## src/rtl/riscv_pkg.sv

```systemverilog
// Shared RV32i definitions: opcodes, ALU operation codes, writeback source
// encoding and immediate formats used by the decode stage.
package riscv_pkg;

  localparam logic [6:0] OPC_LOAD   = 7'b0000011;
  localparam logic [6:0] OPC_FENCE  = 7'b0001111;
  localparam logic [6:0] OPC_OP_IMM = 7'b0010011;
  localparam logic [6:0] OPC_AUIPC  = 7'b0010111;
  localparam logic [6:0] OPC_STORE  = 7'b0100011;
  localparam logic [6:0] OPC_OP     = 7'b0110011;
  localparam logic [6:0] OPC_LUI    = 7'b0110111;
  localparam logic [6:0] OPC_BRANCH = 7'b1100011;
  localparam logic [6:0] OPC_JALR   = 7'b1100111;
  localparam logic [6:0] OPC_JAL    = 7'b1101111;
  localparam logic [6:0] OPC_SYSTEM = 7'b1110011;

  typedef enum logic [3:0] {
    ALU_ADD    = 4'b0000,
    ALU_SUB    = 4'b0001,
    ALU_SLL    = 4'b0010,
    ALU_SLT    = 4'b0011,
    ALU_SLTU   = 4'b0100,
    ALU_XOR    = 4'b0101,
    ALU_SRL    = 4'b0110,
    ALU_SRA    = 4'b0111,
    ALU_OR     = 4'b1000,
    ALU_AND    = 4'b1001,
    ALU_PASS_B = 4'b1010
  } alu_op_e;

  localparam logic [1:0] RES_ALU = 2'b00;
  localparam logic [1:0] RES_MEM = 2'b01;
  localparam logic [1:0] RES_PC4 = 2'b10;

  typedef enum logic [2:0] {
    IMM_NONE,
    IMM_I,
    IMM_S,
    IMM_B,
    IMM_U,
    IMM_J
  } imm_fmt_e;

  // alt selects the SUB/SRA variant of funct3 000/101
  function automatic alu_op_e alu_from_funct3(input logic [2:0] funct3, input logic alt);
    case (funct3)
      3'b000:  return alt ? ALU_SUB : ALU_ADD;
      3'b001:  return ALU_SLL;
      3'b010:  return ALU_SLT;
      3'b011:  return ALU_SLTU;
      3'b100:  return ALU_XOR;
      3'b101:  return alt ? ALU_SRA : ALU_SRL;
      3'b110:  return ALU_OR;
      default: return ALU_AND;
    endcase
  endfunction

endpackage

```

## src/rtl/decode_stage_register_file.sv

```systemverilog
// 32x32 architectural register file: x0 hardwired to zero, one write port
// from writeback, two asynchronous read ports with write-through bypass.
module register_file (
  input  logic        CLK,
  input  logic        RST,
  input  logic        i_we,
  input  logic [4:0]  i_wa,
  input  logic [31:0] i_wd,
  input  logic [4:0]  i_ra1,
  input  logic [4:0]  i_ra2,
  output logic [31:0] o_rd1,
  output logic [31:0] o_rd2
);

  logic [31:0] r_regs [1:31];
  logic        w_wr_valid;

  assign w_wr_valid = i_we && (i_wa != 5'd0);

  always_ff @(posedge CLK) begin
    if (RST) begin
      for (int i = 1; i < 32; i++) r_regs[i] <= '0;
    end else if (w_wr_valid) begin
      r_regs[i_wa] <= i_wd;
    end
  end

  // Bypass lets a WB->ID read in the same cycle see the value being written
  always_comb begin
    if (i_ra1 == 5'd0)                      o_rd1 = '0;
    else if (w_wr_valid && i_wa == i_ra1)   o_rd1 = i_wd;
    else                                    o_rd1 = r_regs[i_ra1];
  end

  always_comb begin
    if (i_ra2 == 5'd0)                      o_rd2 = '0;
    else if (w_wr_valid && i_wa == i_ra2)   o_rd2 = i_wd;
    else                                    o_rd2 = r_regs[i_ra2];
  end

endmodule

```

## src/rtl/decode_stage.sv

```systemverilog
// RV32i instruction decode stage: control bundle, register indices, operand
// read data and sign-extended immediate for the ID/EX register.
module decode_stage
  import riscv_pkg::*;
(
  input  logic        CLK,
  input  logic        RST,
  input  logic [31:0] Instr_D,
  input  logic        REG_W_En_W,
  input  logic [4:0]  RD_W,
  input  logic [31:0] Result_W,
  output logic        REG_W_En_D,
  output logic        MEM_W_En_D,
  output logic        Jump_En_D,
  output logic        Branch_En_D,
  output logic [2:0]  MEM_Control_D,
  output logic [3:0]  ALU_Control_D,
  output logic        Branch_Src_Sel_D,
  output logic        ALU_SrcA_Sel_D,
  output logic        ALU_SrcB_Sel_D,
  output logic [1:0]  Result_Src_Sel_D,
  output logic [4:0]  RD_D,
  output logic [4:0]  RS1_D,
  output logic [4:0]  RS2_D,
  output logic [31:0] REG_R_Data1_D,
  output logic [31:0] REG_R_Data2_D,
  output logic [31:0] Imm_Ext_D,
  output logic        Illegal_Instr_D
);

  logic [6:0] w_opcode;
  logic [2:0] w_funct3;
  logic [6:0] w_funct7;
  logic       w_reg_w, w_mem_w, w_jump, w_branch;
  logic [2:0] w_mem_ctl;
  alu_op_e    w_alu;
  logic       w_bsrc, w_srca, w_srcb, w_illegal;
  logic [1:0] w_res;
  imm_fmt_e   w_fmt;

  assign w_opcode = Instr_D[6:0];
  assign w_funct3 = Instr_D[14:12];
  assign w_funct7 = Instr_D[31:25];
  assign RD_D     = Instr_D[11:7];
  assign RS1_D    = Instr_D[19:15];
  assign RS2_D    = Instr_D[24:20];

  register_file u_rf (
    .CLK   (CLK),
    .RST   (RST),
    .i_we  (REG_W_En_W),
    .i_wa  (RD_W),
    .i_wd  (Result_W),
    .i_ra1 (RS1_D),
    .i_ra2 (RS2_D),
    .o_rd1 (REG_R_Data1_D),
    .o_rd2 (REG_R_Data2_D)
  );

  always_comb begin
    w_reg_w   = 1'b0;
    w_mem_w   = 1'b0;
    w_jump    = 1'b0;
    w_branch  = 1'b0;
    w_mem_ctl = 3'b000;
    w_alu     = ALU_ADD;
    w_bsrc    = 1'b0;
    w_srca    = 1'b0;
    w_srcb    = 1'b0;
    w_res     = RES_ALU;
    w_fmt     = IMM_NONE;
    w_illegal = 1'b0;
    case (w_opcode)
      OPC_OP: begin
        w_illegal = !((w_funct7 == 7'h00) ||
                      (w_funct7 == 7'h20 && (w_funct3 == 3'b000 || w_funct3 == 3'b101)));
        w_alu     = alu_from_funct3(w_funct3, w_funct7[5]);
        w_reg_w   = 1'b1;
      end
      OPC_OP_IMM: begin
        // Only the shift-immediates constrain funct7; elsewhere it is immediate bits
        if (w_funct3 == 3'b001)      w_illegal = (w_funct7 != 7'h00);
        else if (w_funct3 == 3'b101) w_illegal = (w_funct7 != 7'h00) && (w_funct7 != 7'h20);
        w_alu   = alu_from_funct3(w_funct3, (w_funct3 == 3'b101) && w_funct7[5]);
        w_srcb  = 1'b1;
        w_reg_w = 1'b1;
        w_fmt   = IMM_I;
      end
      OPC_LOAD: begin
        w_illegal = (w_funct3 == 3'b011) || (w_funct3[2:1] == 2'b11);
        w_srcb    = 1'b1;
        w_reg_w   = 1'b1;
        w_res     = RES_MEM;
        w_mem_ctl = w_funct3;
        w_fmt     = IMM_I;
      end
      OPC_STORE: begin
        w_illegal = w_funct3[2] || (w_funct3[1:0] == 2'b11);
        w_srcb    = 1'b1;
        w_mem_w   = 1'b1;
        w_mem_ctl = w_funct3;
        w_fmt     = IMM_S;
      end
      OPC_BRANCH: begin
        w_illegal = (w_funct3[2:1] == 2'b01);
        w_alu     = w_funct3[2] ? (w_funct3[1] ? ALU_SLTU : ALU_SLT) : ALU_SUB;
        w_branch  = 1'b1;
        w_mem_ctl = w_funct3;
        w_fmt     = IMM_B;
      end
      OPC_JAL: begin
        w_jump  = 1'b1;
        w_reg_w = 1'b1;
        w_res   = RES_PC4;
        w_fmt   = IMM_J;
      end
      OPC_JALR: begin
        w_illegal = (w_funct3 != 3'b000);
        w_jump    = 1'b1;
        w_bsrc    = 1'b1;
        w_reg_w   = 1'b1;
        w_res     = RES_PC4;
        w_fmt     = IMM_I;
      end
      OPC_LUI: begin
        w_alu   = ALU_PASS_B;
        w_srcb  = 1'b1;
        w_reg_w = 1'b1;
        w_fmt   = IMM_U;
      end
      OPC_AUIPC: begin
        w_srca  = 1'b1;
        w_srcb  = 1'b1;
        w_reg_w = 1'b1;
        w_fmt   = IMM_U;
      end
      OPC_FENCE, OPC_SYSTEM: ;
      // The all-zero word is the post-reset bubble and decodes as a NOP
      default: w_illegal = (Instr_D != 32'h0);
    endcase
  end

  always_comb begin
    case (w_fmt)
      IMM_I:   Imm_Ext_D = {{20{Instr_D[31]}}, Instr_D[31:20]};
      IMM_S:   Imm_Ext_D = {{20{Instr_D[31]}}, Instr_D[31:25], Instr_D[11:7]};
      IMM_B:   Imm_Ext_D = {{19{Instr_D[31]}}, Instr_D[31], Instr_D[7], Instr_D[30:25],
                            Instr_D[11:8], 1'b0};
      IMM_U:   Imm_Ext_D = {Instr_D[31:12], 12'h000};
      IMM_J:   Imm_Ext_D = {{11{Instr_D[31]}}, Instr_D[31], Instr_D[19:12], Instr_D[20],
                            Instr_D[30:21], 1'b0};
      default: Imm_Ext_D = 32'h0;
    endcase
  end

  assign REG_W_En_D       = w_reg_w  & ~w_illegal;
  assign MEM_W_En_D       = w_mem_w  & ~w_illegal;
  assign Jump_En_D        = w_jump   & ~w_illegal;
  assign Branch_En_D      = w_branch & ~w_illegal;
  assign MEM_Control_D    = w_mem_ctl;
  assign ALU_Control_D    = w_alu;
  assign Branch_Src_Sel_D = w_bsrc;
  assign ALU_SrcA_Sel_D   = w_srca;
  assign ALU_SrcB_Sel_D   = w_srcb;
  assign Result_Src_Sel_D = w_res;
  assign Illegal_Instr_D  = w_illegal;

endmodule
```

## config.mk

```make
export PLATFORM = sky130hd
export DESIGN_NAME = decode_stage
export DESIGN_NICKNAME = d
export VERILOG_FILES = /design/src/rtl/riscv_pkg.sv /design/src/rtl/decode_stage_register_file.sv /design/src/rtl/decode_stage.sv
export SDC_FILE = /design/constraint.sdc
export NUM_CORES = 2
export LEC_CHECK = 0
export BUFFER_PORTS_ARGS = -buffer_cell sky130_fd_sc_hd__buf_2
export CAP_MARGIN = 25
export CORE_MARGIN = 2
export CORE_UTILIZATION = 57
export CTS_CLUSTER_DIAMETER = 120
export DETAILED_ROUTE_END_ITERATION = 6
export GPL_ROUTABILITY_DRIVEN = 0
export PLACE_DENSITY = 0.77
export SKIP_CTS_REPAIR_TIMING = 1
export SYNTH_ARGS = -nofsm -noshare
export SYNTH_HDL_FRONTEND = slang
export SYNTH_SLANG_ARGS = --single-unit
```

## constraint.sdc

```tcl
create_clock -name CLK -period 2.22 [get_ports CLK]
set_input_delay 0.222 -clock CLK [delete_from_list [all_inputs] [get_ports CLK]]
set_output_delay 0.222 -clock CLK [all_outputs]
set_load 0.02 [all_outputs]
```

==> metrics.md <==
| Metric | Value |
|---|---|
| # fillers | 6282 |
| Hold Vio Cnt, Final | 0 |
| Setup ws final | -0.725 ns |
| Lkg Pwr | 24.7 nW |
| Dominant cell by count in the synthesized netlist | edfxtp_1 |
| Met2 Use GR | 0.587 |
| Via count | 40400 |
| Hold crit path type | input port to register |
| Core area | 97800 um2 |
| Final setup TNS | -35.37 ns |
| Layout area overhead | 20.1% |
| Final Setup Violations | 66 |
| Synth Area per Inst | 14.7 um2 |
| Max-cap violations | 0 |
| Worst VDD drop | 773 uV |
| Design area | 67300 um2 |
| Outcome | finished, violations left |
| Clock transition at path regs | 0.06 ns |
| Post-detail-place hpwl | 121 mm |
| Vias per cell | 7.24 |
| Layout cells sized above 1 | 0.365 |
| Violated checks | setup timing |
| DRC | 0 |
| Crit Path Class | register to output port |
| Routing usage on met1 | 0.489 |
| First-pass GRT wire length | 272 mm |
| CTS Buffer Depth | 3 |
| Crit path DAT | 2.72 ns |
| Max FO, Critical Path | 2 |
| Vias in the first global route | 39600 |
| Synth warnings | 0 |
| Synth unique cells | 65 |
| Num rows | 115 |
| Drt first pass iters | 5 |
| Root buf cell | clkbuf_16 |
| Synth Area in Adders | 0.000179 |
| Nets | 4273 |
| Global route overflow | 0 |
| Clock buffer count from CTS | 105 |
| Initial antenna violation count | 11 |
| Pwr Density | 721 nW/um2 |
| Share of the synthesized area in the top cell type | 0.549 |
| DIE AREA | 101000 um2 |
| Clk sinks | 1024 |
| RSZ-0062 raised after global routing | true |
| Max Fclk | 340 MHz |
| Post-Layout Cell Count | 5578 |
| Synth cell count leaders | edfxtp_1, and2_1, mux4_2 |
| Rel. slew slack | 0.522 |
| Xor and xnor area share after synthesis | 0.00156 |
| Req. time, crit path | 2.00 ns |
| Final WL | 196 mm |
| Largest regs | u_rf.r_regs (1024) |
| Largest family of logic cells by synthesized area | multiplexers |
| Final core utilization | 0.688 |
| Simple-gate share of the synthesized area | 0.142 |
| Top cells by area in the synthesized netlist | edfxtp_1, mux4_2, and2_1 |
| Most Crowded Layer GR | met2 |
| Critical Path End Type | output port |
| Iter 0 DRT Violations | 7051 |
| CTS tree | done |
| Biggest register | u_rf.r_regs |
| Antenna Nets Post-Route | 0 |
| Final critical-path share of the clock period | 1.33 |
| Starting Density | 0.573 |
| Number of synthesized register bits | 1024 |
| Port Buffers | 199 |
| Post-Syn Area | 56000 um2 |
| Pwr Total | 48.5 mW |
| Wire length per cell | 35.1 um |
| Width of the die | 318 um |
| Post-synth EDFFs | 1024 |
| Share of the yosys chip area belonging to registers | 0.549 |
| Crit path capture | REG_R_Data1_D[26] |
| Total track usage | 0.376 |
| Largest net degree at the start of global routing | 55 |
| I/O pin cnt | 200 |
| Tmin final | 2.95 ns |
| Critical path origin | u_rf.r_regs[24][26] |
| Synthesized instance count | 3807 |
| Top_reg_cell synth | edfxtp_1 |
| Pins Over Slew Limit | 0 |
| Mux cell area share after synthesis | 0.220 |
| Startpoint Class | register |
| Chip height | 318 um |
| Placed Area | 61900 um2 |
| Compound-Gate Fraction of Synth Area | 0.0521 |
| Leading area contributor after synthesis | edfxtp_1 |
| DP Cell Count | 5313 |
| Worst-Margin Slew | 0.717 ns |
| Largest register FFs | 1024 |
| Depth of the CTS H-tree | 3 |
| M3 GR Usage | 0.0939 |
| Post-synth ARST share | 0 |
## placed cells by master (no fill, tap or decap), types with 9 or more instances in the layout
| cell | n |
|---|---|
| edfxtp_1 | 1024 |
| and2_1 | 1004 |
| mux4_2 | 444 |
| buf_4 | 340 |
| mux2i_1 | 168 |
| buf_12 | 135 |
| buf_2 | 132 |
| nand2_1 | 117 |
| clkbuf_16 | 115 |
| o221ai_1 | 64 |
| buf_6 | 61 |
| a221o_1 | 55 |
| a32o_2 | 48 |
| o22ai_1 | 40 |
| conb_1 | 32 |
| or2_2 | 28 |
| nor3_2 | 27 |
| nor2b_4 | 27 |
| a211oi_2 | 26 |
| nor2_4 | 25 |
| o22ai_2 | 23 |
| mux2_4 | 23 |
| clkbuf_1 | 23 |
| clkinv_1 | 22 |
| a21o_1 | 21 |
| clkinv_2 | 19 |
| o21ai_0 | 17 |
| a32o_1 | 16 |
| bufinv_16 | 12 |
| nand3b_1 | 10 |
| nor2b_1 | 10 |
| mux2_2 | 10 |
| a21oi_1 | 10 |
| nor2_2 | 9 |
| nor2_1 | 9 |
## stage by stage
step | setup WS, ns | hold WS [ns]
6_report | -0.725 | 0.00605
5_1_grt | -0.766 | 0.0157
4_1_cts | -0.804 | -0.245
3_5_place_dp | -0.472 | 0.485
3_3_place_gp | -0.447 | 0.481
2_1_floorplan | -0.0211 | 0.321
## how the worst min path moves through the flow
stage | from | end | slack, ns | depth (start not counted)
after global routing | Result_W[5] | u_rf.r_regs[0][5] | 0.02 | 1
after detailed placement | Result_W[25] | u_rf.r_regs[0][25] | 0.48 | 1
after floorplan | Result_W[0] | u_rf.r_regs[0][0] | 0.32 | 0
after global placement | Result_W[25] | u_rf.r_regs[0][25] | 0.48 | 1
after CTS | Result_W[18] | u_rf.r_regs[0][18] | -0.25 | 1
final | Result_W[13] | u_rf.r_regs[0][13] | 0.006 | 1
## logic make-up after synthesis
family,count (synthesis)
multiplexers,649
XOR/XNOR,10
AND/OR/NAND/NOR,1330
adder cells (fa/ha/maj),1
buffers and inverters,436
flip-flops,1024
AO/OA/AOI/OAI,356
other,1
## cell type report
class | count | area [um2] | share of cell area
flip-flops and latches | 1024 | 30700 | 0.457
multi-input cells | 2378 | 24400 | 0.363
repair buffers | 688 | 7000 | 0.104
clock buffers | 130 | 2760 | 0.0411
well taps | 1287 | 1610 | 0.0239
clock inverters | 64 | 708 | 0.0105
inverters | 4 | 15.0 | 0.000223
diodes | 3 | 7.51 | 0.000112
## layer usage
metal	wire, um	part of all wire
met3	29100	0.15
met1	63900	0.33
met2	89600	0.46
met4	12900	0.066
met5	54	0.00028
## worst max-delay path: stages, from the launching register on
cell      delay, ns
edfxtp_1       0.42
mux4_2         0.48
mux2_4         0.30
a221o_1        0.36
a32o_2         0.31
buf_6          0.15
## where the power goes
group          switching, mW  leakage, nW  total, mW  internal [mW]
registers              0.614         9.75       23.0           22.3
clock network           7.86         1.68       18.1           10.3
logic                   3.96         13.3       7.44           3.48
(Power assumes the default switching activity.)
